$ cat src/rtl/button_debounce_ctrl.sv
// rtl/button_debounce_ctrl.sv - per-channel push-button synchroniser, debouncer and auto-repeat pulse generator
module button_debounce_ctrl #(
    parameter int N_CH            = 2,
    parameter int DEBOUNCE_CYCLES = 16,
    parameter int CNT_W           = 20,
    parameter int ACTIVE_LOW      = 1,
    parameter int REPEAT_DELAY    = 0,
    parameter int REPEAT_PERIOD   = 0
) (
    input  logic            Clk,
    input  logic            Reset,
    input  logic [N_CH-1:0] btn_raw,
    output logic [N_CH-1:0] btn_level,
    output logic [N_CH-1:0] btn_press,
    output logic [N_CH-1:0] btn_release,
    output logic [N_CH-1:0] btn_repeat
);

    localparam logic [N_CH-1:0]  RELEASED   = {N_CH{ACTIVE_LOW != 0}};
    localparam logic [CNT_W-1:0] DB_LAST    = CNT_W'(DEBOUNCE_CYCLES - 1);
    localparam logic [CNT_W-1:0] RPT_DELAY  = CNT_W'(REPEAT_DELAY);
    localparam logic [CNT_W-1:0] RPT_PERIOD = CNT_W'(REPEAT_PERIOD);
    localparam logic [CNT_W-1:0] ONE        = CNT_W'(1);
    localparam bit               RPT_EN     = (REPEAT_DELAY != 0);
    localparam bit               PERIOD_EN  = (REPEAT_PERIOD != 0);

    logic [N_CH-1:0]            sync1_q, sync1_d;
    logic [N_CH-1:0]            sync2_q, sync2_d;
    logic [N_CH-1:0]            s;
    logic [N_CH-1:0][CNT_W-1:0] cnt_q, cnt_d;
    logic [N_CH-1:0]            level_q, level_d;
    logic [N_CH-1:0]            press_q, press_d;
    logic [N_CH-1:0]            release_q, release_d;
    logic [N_CH-1:0][CNT_W-1:0] rcnt_q, rcnt_d;
    logic [N_CH-1:0]            fired_q, fired_d;
    logic [N_CH-1:0]            repeat_q, repeat_d;

    assign sync1_d = btn_raw;
    assign sync2_d = sync1_q;
    assign s       = (ACTIVE_LOW != 0) ? ~sync2_q : sync2_q;

    always_comb begin
        cnt_d     = cnt_q;
        level_d   = level_q;
        press_d   = '0;
        release_d = '0;
        rcnt_d    = rcnt_q;
        fired_d   = fired_q;
        repeat_d  = '0;
        for (int i = 0; i < N_CH; i++) begin
            if (s[i] == level_q[i]) begin
                cnt_d[i] = '0;
            end else if (cnt_q[i] == DB_LAST) begin
                level_d[i]   = s[i];
                cnt_d[i]     = '0;
                press_d[i]   = s[i];
                release_d[i] = ~s[i];
            end else begin
                cnt_d[i] = cnt_q[i] + ONE;
            end

            // Repeat timing only runs while the key stays accepted across the edge,
            // so the press edge and the release edge both clear it.
            if (!(RPT_EN && level_q[i] && level_d[i])) begin
                rcnt_d[i]  = '0;
                fired_d[i] = 1'b0;
            end else if (!fired_q[i]) begin
                if (rcnt_q[i] + ONE == RPT_DELAY) begin
                    repeat_d[i] = 1'b1;
                    rcnt_d[i]   = '0;
                    fired_d[i]  = 1'b1;
                end else begin
                    rcnt_d[i] = rcnt_q[i] + ONE;
                end
            end else if (PERIOD_EN) begin
                if (rcnt_q[i] + ONE == RPT_PERIOD) begin
                    repeat_d[i] = 1'b1;
                    rcnt_d[i]   = '0;
                end else begin
                    rcnt_d[i] = rcnt_q[i] + ONE;
                end
            end
        end
    end

    always_ff @(posedge Clk) begin
        if (Reset) begin
            sync1_q   <= RELEASED;
            sync2_q   <= RELEASED;
            cnt_q     <= '0;
            level_q   <= '0;
            press_q   <= '0;
            release_q <= '0;
            rcnt_q    <= '0;
            fired_q   <= '0;
            repeat_q  <= '0;
        end else begin
            sync1_q   <= sync1_d;
            sync2_q   <= sync2_d;
            cnt_q     <= cnt_d;
            level_q   <= level_d;
            press_q   <= press_d;
            release_q <= release_d;
            rcnt_q    <= rcnt_d;
            fired_q   <= fired_d;
            repeat_q  <= repeat_d;
        end
    end

    assign btn_level   = level_q;
    assign btn_press   = press_q;
    assign btn_release = release_q;
    assign btn_repeat  = repeat_q;

endmodule

$ cat config.mk
export PLATFORM = sky130hd
export DESIGN_NAME = button_debounce_ctrl
export DESIGN_NICKNAME = d
export VERILOG_FILES = /design/src/rtl/button_debounce_ctrl.sv
export SDC_FILE = /design/constraint.sdc
export NUM_CORES = 1
export LEC_CHECK = 0
export CAP_MARGIN = 20
export CORE_UTILIZATION = 50
export CTS_CLUSTER_SIZE = 16
export DETAILED_ROUTE_END_ITERATION = 16
export PLACE_DENSITY_LB_ADDON = 0.12
export SYNTH_ARGS = -nofsm -noshare
export SYNTH_HDL_FRONTEND = slang
export SYNTH_SLANG_ARGS = --single-unit
$ cat constraint.sdc
create_clock -name Clk -period 3.15 [get_ports Clk]
set_clock_uncertainty 0.2 [all_clocks]
set_input_delay 0.63 -clock Clk [delete_from_list [all_inputs] [get_ports Clk]]
set_output_delay 0.63 -clock Clk [all_outputs]
set_load 0.05 [all_outputs]
* Word level (Yosys, flattened, before mapping)
Cells that the tools add are included.
** Word-level totals
- Output and inout port bits :: 8
- Memory bits (writable) :: 0
- Bits in latches :: 0
- Flip-flop bits (word level) :: 50
- Bits in read-only memories :: 0
- Input port bits :: 4
- Memories kept :: 0
** Cells by class
- Reductions and logical operators :: 6
- Equal/unequal tests :: 4
- $mul :: 0
- Div/mod/pow operators :: 0
- Bitwise gates (word level) :: 7
- Mux-type cells :: 0
- Shift-type cells :: 0
- Magnitude comparators :: 0
- $add $sub $neg :: 2
** Operators by type and width (number)
- adder 20 x 1 -> 20 bit, second input constant :: 2
- equality test 20 x 4 -> 1 bit, second input constant :: 2
- OR reduction 3 bit :: 4
- NOT 1 bit :: 6
- AND reduction 2 bit :: 2
- equality test 1 bit :: 2
- NOT 2 bit :: 1

* Depth between registers and ports, before layout
Gate-level depths: netlist (run 1).
- Depth after elaboration :: 4
- Gate-level depth with buffers :: 6

* Worst setup path after synthesis (run 1)
No wires, ideal clock.
- Path type :: flip-flop to flip-flop
- Start point :: register cnt_q[20] (netlist bit)
- End point :: register cnt_q[38] (netlist bit)
- Setup time :: 0.070 ns
- Arrival time :: 1.567 ns
- Path buffers :: 0
- Stages on the path, launching flop included :: 6
- Slack :: 1.313 ns
- Clock period less this slack :: 1.837 ns
- Cells stage by stage :: dfxtp_1 > ha_1 > and4_1 > nand3_4 > or4_1 > a21oi_1
** On the way
- Longest elaborated chain between the ends :: 2
** Ends and longest elaborated chain
- from (decl) :: RTL line 30 : logic [N_CH-1:0][CNT_W-1:0] cnt_q, cnt_d;
- from (signal assigned) :: RTL line 100 : cnt_q <= cnt_d;
- branches (longest 2 deep; another with adder 20 x 1 -> 20 bit)
Several ways; the timed one is not identified.
A chain may end at the register's enable or synchronous reset.

* Worst setup path in the final report (run 1)
- Start point :: register level_q[1], in the netlist btn_level[1]
- End point :: output port btn_level[1]
** RTL lines
- from (decl) :: RTL line 31 : logic [N_CH-1:0] level_q, level_d;
- from (signal assigned) :: RTL line 101 : level_q <= level_d;
- to (decl) :: RTL line 13 : output logic [N_CH-1:0] btn_level,
No word-level cell between the ends.

==> results.md, run 1 <==
* Run status: completed
* Post-synth top flop: dfxtp_1
* Initial Util at between 50% and 60%
* Synth Area per Inst at ~9 um^2
* CTS tree: yes
* Routed vias/inst at about 5.5
* First-pass GRT wire length at about 6000 um
* Net Switching at 0.215 mW
* Compound-Gate Fraction of Synth Area at under 10%
* Placed cell areas at 0.00228 mm^2
* Dpl hpwl at roughly 2600 um
* Hold WS at 0.216 ns
* R2R Setup Slk at around 0.90 ns
* GRT Overall Usage at 17.4%
* Post-CTS Repair Setup Buffers at 0
* Detail Route Antenna Nets at 0
* Synth top area share at roughly 45%
* Share of layout cells above drive strength 1 at around 5.6%
* Worst R2R End: cnt_q[7]
* Antenna violations before repair at 0
* Min-delay src: sync1_q[0]
* Worst hold path endpoint: sync2_q[0]
* # diodes at 0
* Seq pwr share at 57.3%
* Leak Pwr at 0.796 nW
* Area leader, netlist: dfxtp_1
* Peak per-stage delay on the critical path at ~0.83 ns
* Max frequency at 419 MHz
* Worst hold stages at 1
* Clk sink count at 50
* Worst-skew pair later-pin latency at 0.30 ns
* Die width at a little under 70 um
* Crit-path cells: clkdlybuf4s50_1
* WP buf/inv at 1
* Post-Synth Simple-Gate Area at 31.6%
* Post-synth ARST share at 0%
* RD Place Congestion at roughly 0.76
* Max-Cap Viols at 0
* Pint at ~0.89 mW
* # setup viols final at 0
* Drt first pass iters at 4
* Sequential area share after synthesis at a little under half
* Pin count of the biggest net entering global routing at 21
* Die area at approximately 0.0047 mm^2
* Post-Synth Adder-Cell Area at under 10%
* Main combinational cell family by area after synthesis: simple AND/OR/NAND/NOR gates
* Hold WC Path Type: reg -> reg
* Worst-Margin Slew at ~0.66 ns
* Most frequent cells in the layout: 50 x dfxtp_1, 34 x nor2_1, 20 x xor2_1, 18 x nand2_1, 13 x or4_1
* Ys Warns at 0
* Vias in the first global route at between 1000 and 1500
* Sum of negative setup slack at 0 ns
* Mapped Area at 0.00220 mm^2
* IO Pins at 12
* Commonest non-fill, non-tap cell in the layout: dfxtp_1
* Critical path type: reg -> out
* Max-slew violations at 0
* Relative slew slack at a little under three fifths
* Synthesized instance count at approximately 250
* Reg2Reg Launch Point: cnt_q[5]
* Hold violation count in the final report at 0
* Peak VDD IR at between 0.3 and 0.4 mV
* Clk slew on worst S/H paths at 0.08 ns
* Overall Power at around 1.1 mW
* Row cnt at 23
* Detailed-route via count at between 1500 and 2000
* EDFF count, synth at 0
* Critical Path Start Type: flip-flop
* Largest delay share family, worst path: buffers and inverters
* CTS buffer count at 5
* Slowest CP cell: clkdlybuf4s50_1
* Post-route cell area at around 0.0024 mm^2
* Area grow syn2layout at 8.52%
* Post-synthesis mux area share at 0%
* Max FO, Critical Path at 5
* Comb power frac at 1.7%
* RSZ-0062 raised after global routing: no
* R2R depth at 4
* Nets at roughly 260
* Power share of the clock group at between 40 and 50%
* Post-DR wirelength/cell at roughly 13 um
* CP Capture Type: output port
* Grt total ovfl at 0
* Worst endpoint data arrival time at 1.56 ns
* Pwr/cell area at 464 mW/mm^2
* H-tree Lvls at 2
* Distinct cells, synth at 30
* Sw Ratio at between 10% and 20%
* Final WL at around 3800 um
* Floorplan core area at between 0.004 and 0.005 mm^2
* PortBufs at 9
* Xor and xnor area share after synthesis at between 10% and 20%
* Required time of the worst setup path at roughly 2.3 ns
* Flops & latches, synth at 50
* Crit share post-route at 75.8%
* Die Y-Extent at 68.4 um
* Clk root buf: clkbuf_8
* Resized cells post-CTS at 0
* DR iter-0 viols at 74
* Synth area leaders: dfxtp_1 45%, xor2_1 8.0%, nor2_1 5.8%, or4_1 4.4%, and4_1 3.6%
* Min cycle time layout at between 2 and 2.5 ns
* Hold Buf Count CTS at 0
* DRC at 0
* Clock Tree Buf Depth at 2
-- flip-flops by register name, indices dropped and copies added, names as in the netlist --
| name | cells |
|---|---|
| cnt_q | 40 |
| btn_release | 2 |
| btn_level | 2 |
| sync2_q | 2 |
| btn_press | 2 |
| sync1_q | 2 |
-- routing by layer --
| metal | GRT usage [%] | vias to the layer above | share of wire (%) |
|---|---|---|---|
| met5 | 0 | - | 0 |
| met4 | 7.81 | 0 | 1.7 |
| met3 | 5.00 | 8 | 4.0 |
| met2 | 24.0 | 29 | 40 |
| met1 | 24.6 | 753 | 54 |
| li1 | - | 872 | - |
-- cells by family (layout without fill, tap and decap cells) --
| family | count (synthesis) | in the layout |
|---|---|---|
| AOI/OAI and AO/OA | 24 | 24 |
| buffers and inverters | 15 | 19 |
| and+or+nand+nor | 125 | 125 |
| xor gates and xnor gates | 28 | 28 |
| other | 1 | 2 |
| DFF | 50 | 50 |
| adders and majority gates | 2 | 2 |
-- worst max path at each step --
stage / from / cells after the start / end / slack, ns
final: btn_level[1] / 1 / btn_level[1] / 0.76
after global routing: btn_level[1] / 1 / btn_level[1] / 0.71
after CTS: btn_level[1] / 1 / btn_level[1] / 0.77
after detailed placement: Reset / 3 / cnt_q[24] / 0.75
after global placement: Reset / 3 / cnt_q[30] / 0.79
after floorplan: cnt_q[20] / 5 / cnt_q[38] / 1.31
-- stage by stage --
stage / instances / setup slack [ns] / util, %
floorplan: 246 / 1.31 / -
global placement: 293 / 0.790 / 55.3
detailed placement: 293 / 0.748 / 55.3
CTS: 300 / 0.767 / 58.1
global route: 300 / 0.708 / 58.1
finish: 300 / 0.764 / 58.1
-- cell type report --
type                            count  area (um^2)
Fill cell                         382         1730
Inverter                            3         11.3
Tap cell                           50         62.6
Timing Repair Buffer                9         90.1
Multi-Input combinational cell    181         1110
Clock inverter                      1         30.0
Sequential cell                    50         1000
Clock buffer                        6         82.6
-- power by group through the flow --
| stage | clock (mW) | combinational (mW) | sequential (mW) |
|---|---|---|---|
| 2_1_floorplan | 0 | 0.0166 | 0.651 |
| 3_3_place_gp | 0 | 0.0185 | 0.651 |
| 3_5_place_dp | 0 | 0.0186 | 0.652 |
| 4_1_cts | 0.464 | 0.0187 | 0.637 |
| 5_1_grt | 0.490 | 0.0202 | 0.637 |
| 6_report | 0.455 | 0.0184 | 0.637 |
-- cell usage after synthesis (all sizes together), types with 3 or more instances --
master,instances
o21ai,6
o31ai,4
nor3,7
and2,3
nand2,18
nor4,4
inv,3
and3,5
xnor2,8
nand4,9
or4,13
xor2,20
nand3,13
or3,3
or2,4
nor2,34
a21oi,12
buf,10
and4,9
dfxtp,50
No activity file was read; power rests on OpenSTA's default activity.
==> run 2, diff against run 1 <==
==> constraint.sdc (replaced) <==
create_clock -name Clk -period 2 [get_ports Clk]
set_clock_uncertainty 0.2 [all_clocks]
set_input_delay 0.4 -clock Clk [delete_from_list [all_inputs] [get_ports Clk]]
set_output_delay 0.4 -clock Clk [all_outputs]
set_load 0.05 [all_outputs]
==> run 2 against run 1 <==
Final area is 5.0% higher. First-iteration DRC count increased by 2.7%. Die area unchanged. Critical endpoint is now cnt_q[36]. Highest routed layer unchanged.
==> results.md, run 2 (synthesis gave the netlist of run 1 again) <==
* Most frequent cells in the layout: 50 x dfxtp_1, 34 x nor2_1, 26 x buf_4, 20 x xor2_1, 18 x nand2_1 (was 50 x dfxtp_1, 34 x nor2_1, 20 x xor2_1, 18 x nand2_1, 13 x or4_1)
* DR iter-0 viols at 76 (was 74)
* Hold WC Path Type: reg -> reg (unchanged)
* Fin util at 61.0% (was 58.1%)
* Area grow syn2layout at 13.9% (was 8.52%)
* # diodes at 0 (unchanged)
* Hold violation count in the final report at 0 (unchanged)
* Net Switching at 0.350 mW (was 0.215 mW)
* CP Capture Point: cnt_q[36] (was btn_level[1])
* Most flop-heavy register: cnt_q (unchanged)
* Max FO, Critical Path at 5 (unchanged)
* Die width at 68.4 um (unchanged)
* Placed cell areas at 0.00241 mm^2 (was 0.00228 mm^2)
* Largest register FFs at 40 (unchanged)
* RD Place Congestion at 0.805 (was 0.764)
* Max-slew violations at 0 (unchanged)
* Post-DR wirelength/cell at 12.6 um (about the same)
* Hold Buf Count CTS at 0 (unchanged)
* Clk root buf: clkbuf_8 (unchanged)
* FF/Latch Area at 0.00100 mm^2 (unchanged)
* Die Y-Extent at 68.4 um (unchanged)
* Seq pwr share at 61.1% (was 57.3%)
* Drt first pass iters at 4 (unchanged)
* Clock Tree Buf Depth at 2 (unchanged)
* R2R depth at 5 (was 4)
* Run status: completed (unchanged)
* Grt total ovfl at 0 (unchanged)
* Clk sink count at 50 (unchanged)
* Peak per-stage delay on the critical path at 0.51 ns (was 0.83 ns)
* RSZ-0062 raised after global routing: no (unchanged)
* Final WL at 4050 um (was 3790 um)
* GRT Overall Usage at 19.3% (was 17.4%)
* Critical Path Source: cnt_q[20] (was btn_level[1])
* Share of layout cells above drive strength 1 at 15.9% (was 5.60%)
* Pint at 1.29 mW (was 0.895 mW)
* Sw Ratio at 21.3% (was 19.4%)
* Power share of the clock group at 36.9% (was 41.0%)
* FILL cells at 374 (was 382)
* Crit share post-route at between 90 and 100%
* Worst R2R End: cnt_q[36] (was cnt_q[7])
* Clk slew on worst S/H paths at 0.09 ns (was 0.08 ns)
* PortBufs at 9 (unchanged)
* IO Pins at 12 (unchanged)
* Comb power frac at 2.1% (was 1.7%)
* Post-CTS Repair Setup Buffers at 0 (unchanged)
* Worst endpoint data arrival time at 1.91 ns (was 1.56 ns)
* Detail Route Antenna Nets at 0 (unchanged)
* Reg2Reg Launch Point: cnt_q[20] (was cnt_q[5])
* # setup viols final at 0 (unchanged)
* Routed vias/inst at 5.54 (about the same)
* Row cnt at 23 (unchanged)
* Antenna violations before repair at 0 (unchanged)
* Vias in the first global route at 1465 (was 1302)
* Max frequency at ~530 MHz
* Pwr/cell area at 655 mW/mm^2 (was 464 mW/mm^2)
* Multi-input combinational cell area at 0.00112 mm^2 (was 0.00111 mm^2)
* CP Capture Type: flip-flop (was output port)
* Worst hold stages at 1 (unchanged)
* Slowest CP cell: or4_1 (was clkdlybuf4s50_1)
* Setup slack after layout at 0.127 ns (was 0.764 ns)
* CTS tree: yes (unchanged)
* Dpl hpwl at 2940 um (was 2600 um)
* First-pass GRT wire length at 6610 um (was 5980 um)
* DRC at 0 (unchanged)
* Sum of negative setup slack at 0 ns (unchanged)
* Resized cells post-CTS at 0 (unchanged)
* Critical path type: reg -> reg (was reg -> out)
* R2R Setup Slk at 0.13 ns (was 0.90 ns)
* Die area at 0.00467 mm^2 (unchanged)
* Post-route cell area at 0.00251 mm^2 (was 0.00239 mm^2)
* Initial Util at 53.5% (unchanged)
* Peak VDD IR at 0.414 mV (was 0.311 mV)
* Required time of the worst setup path at 2.04 ns (was 2.32 ns)
* Critical Path Start Type: flip-flop (unchanged)
* Leak Pwr at 0.894 nW (was 0.796 nW)
* Worst-skew pair later-pin latency at 0.30 ns (about the same)
* Crit-path cells: ha_2, and4_2, nand3_4, or4_1, a21oi_1 (was clkdlybuf4s50_1)
* Pin count of the biggest net entering global routing at 15 (was 21)
* Pre-CTS WS at 0.127 ns (was 0.748 ns)
* CTS buffer count at 5 (unchanged)
* H-tree Lvls at 2 (unchanged)
* Floorplan core area at 0.00412 mm^2 (unchanged)
* Commonest non-fill, non-tap cell in the layout: dfxtp_1 (unchanged)
* Detailed-route via count at 1778 (was 1662)
* Nets at 276 (was 256)
* Min cycle time layout at ~1.9 ns
* Max-Cap Viols at 0 (unchanged)
==> run 2: cell types whose count changed in the layout (fill, tap and decap cells not counted) <==
| cell | delta |
|---|---|
| ha_1 | -1 |
| clkinv_2 | +1 |
| and4_2 | +2 |
| bufinv_16 | -1 |
| clkdlybuf4s50_1 | -6 |
| ha_2 | +1 |
| clkbuf_1 | +1 |
| and4_1 | -2 |
| buf_4 | +26 |
==> run 2: layer usage <==
| metal | vias up | GRT usage (%) | part of all wire [%] |
|---|---|---|---|
| met3 | 7 | 3.50 | 3.2 |
| met4 | 0 | 9.38 | 1.8 |
| met1 | 824 | 27.6 | 55 |
| met2 | 28 | 27.3 | 40 |
| met5 | - | 0 | 0 |
| li1 | 919 | - | - |
==> run 2: per-stage QoR <==
stage,hold slack [ns],total power [mW],cells
floorplan,0.189,1.05,246
global placement,0.192,1.06,313
detailed placement,0.198,1.06,313
CTS,0.219,1.66,321
global route,0.227,1.71,321
finish,0.220,1.64,321
==> run 2: layout make-up <==
type	count	share of cell area, %
Clock buffer	7	3.44
Clock inverter	1	0.200
Inverter	3	0.449
Multi-Input combinational cell	181	44.5
Sequential cell	50	39.9
Tap cell	50	2.49
Timing Repair Buffer	29	8.98
==> run 2: power groups by stage <==
stage	sequential, mW	clock, mW	combinational, mW
after detailed placement	1.03	0	0.0341
after CTS	1.00	0.618	0.0344
after global routing	1.00	0.664	0.0380
after global placement	1.03	0	0.0341
final	1.00	0.605	0.0342
after floorplan	1.03	0	0.0262
==> run 2: worst min path at each step <==
stage	start	endpoint	slack, ns
floorplan	sync1_q[0]	sync2_q[0]	0.19
global placement	sync1_q[1]	sync2_q[1]	0.19
detailed placement	sync1_q[1]	sync2_q[1]	0.20
CTS	sync1_q[1]	sync2_q[1]	0.22
global route	sync1_q[1]	sync2_q[1]	0.23
finish	sync1_q[1]	sync2_q[1]	0.22
==> run 2: worst max-delay path, delay by kind of cell (launching register included) <==
kind / cells / cell delay (ns)
compound gates: 1 / 0.15
fa+ha+maj: 1 / 0.21
flops: 1 / 0.38
simple gates: 3 / 0.88
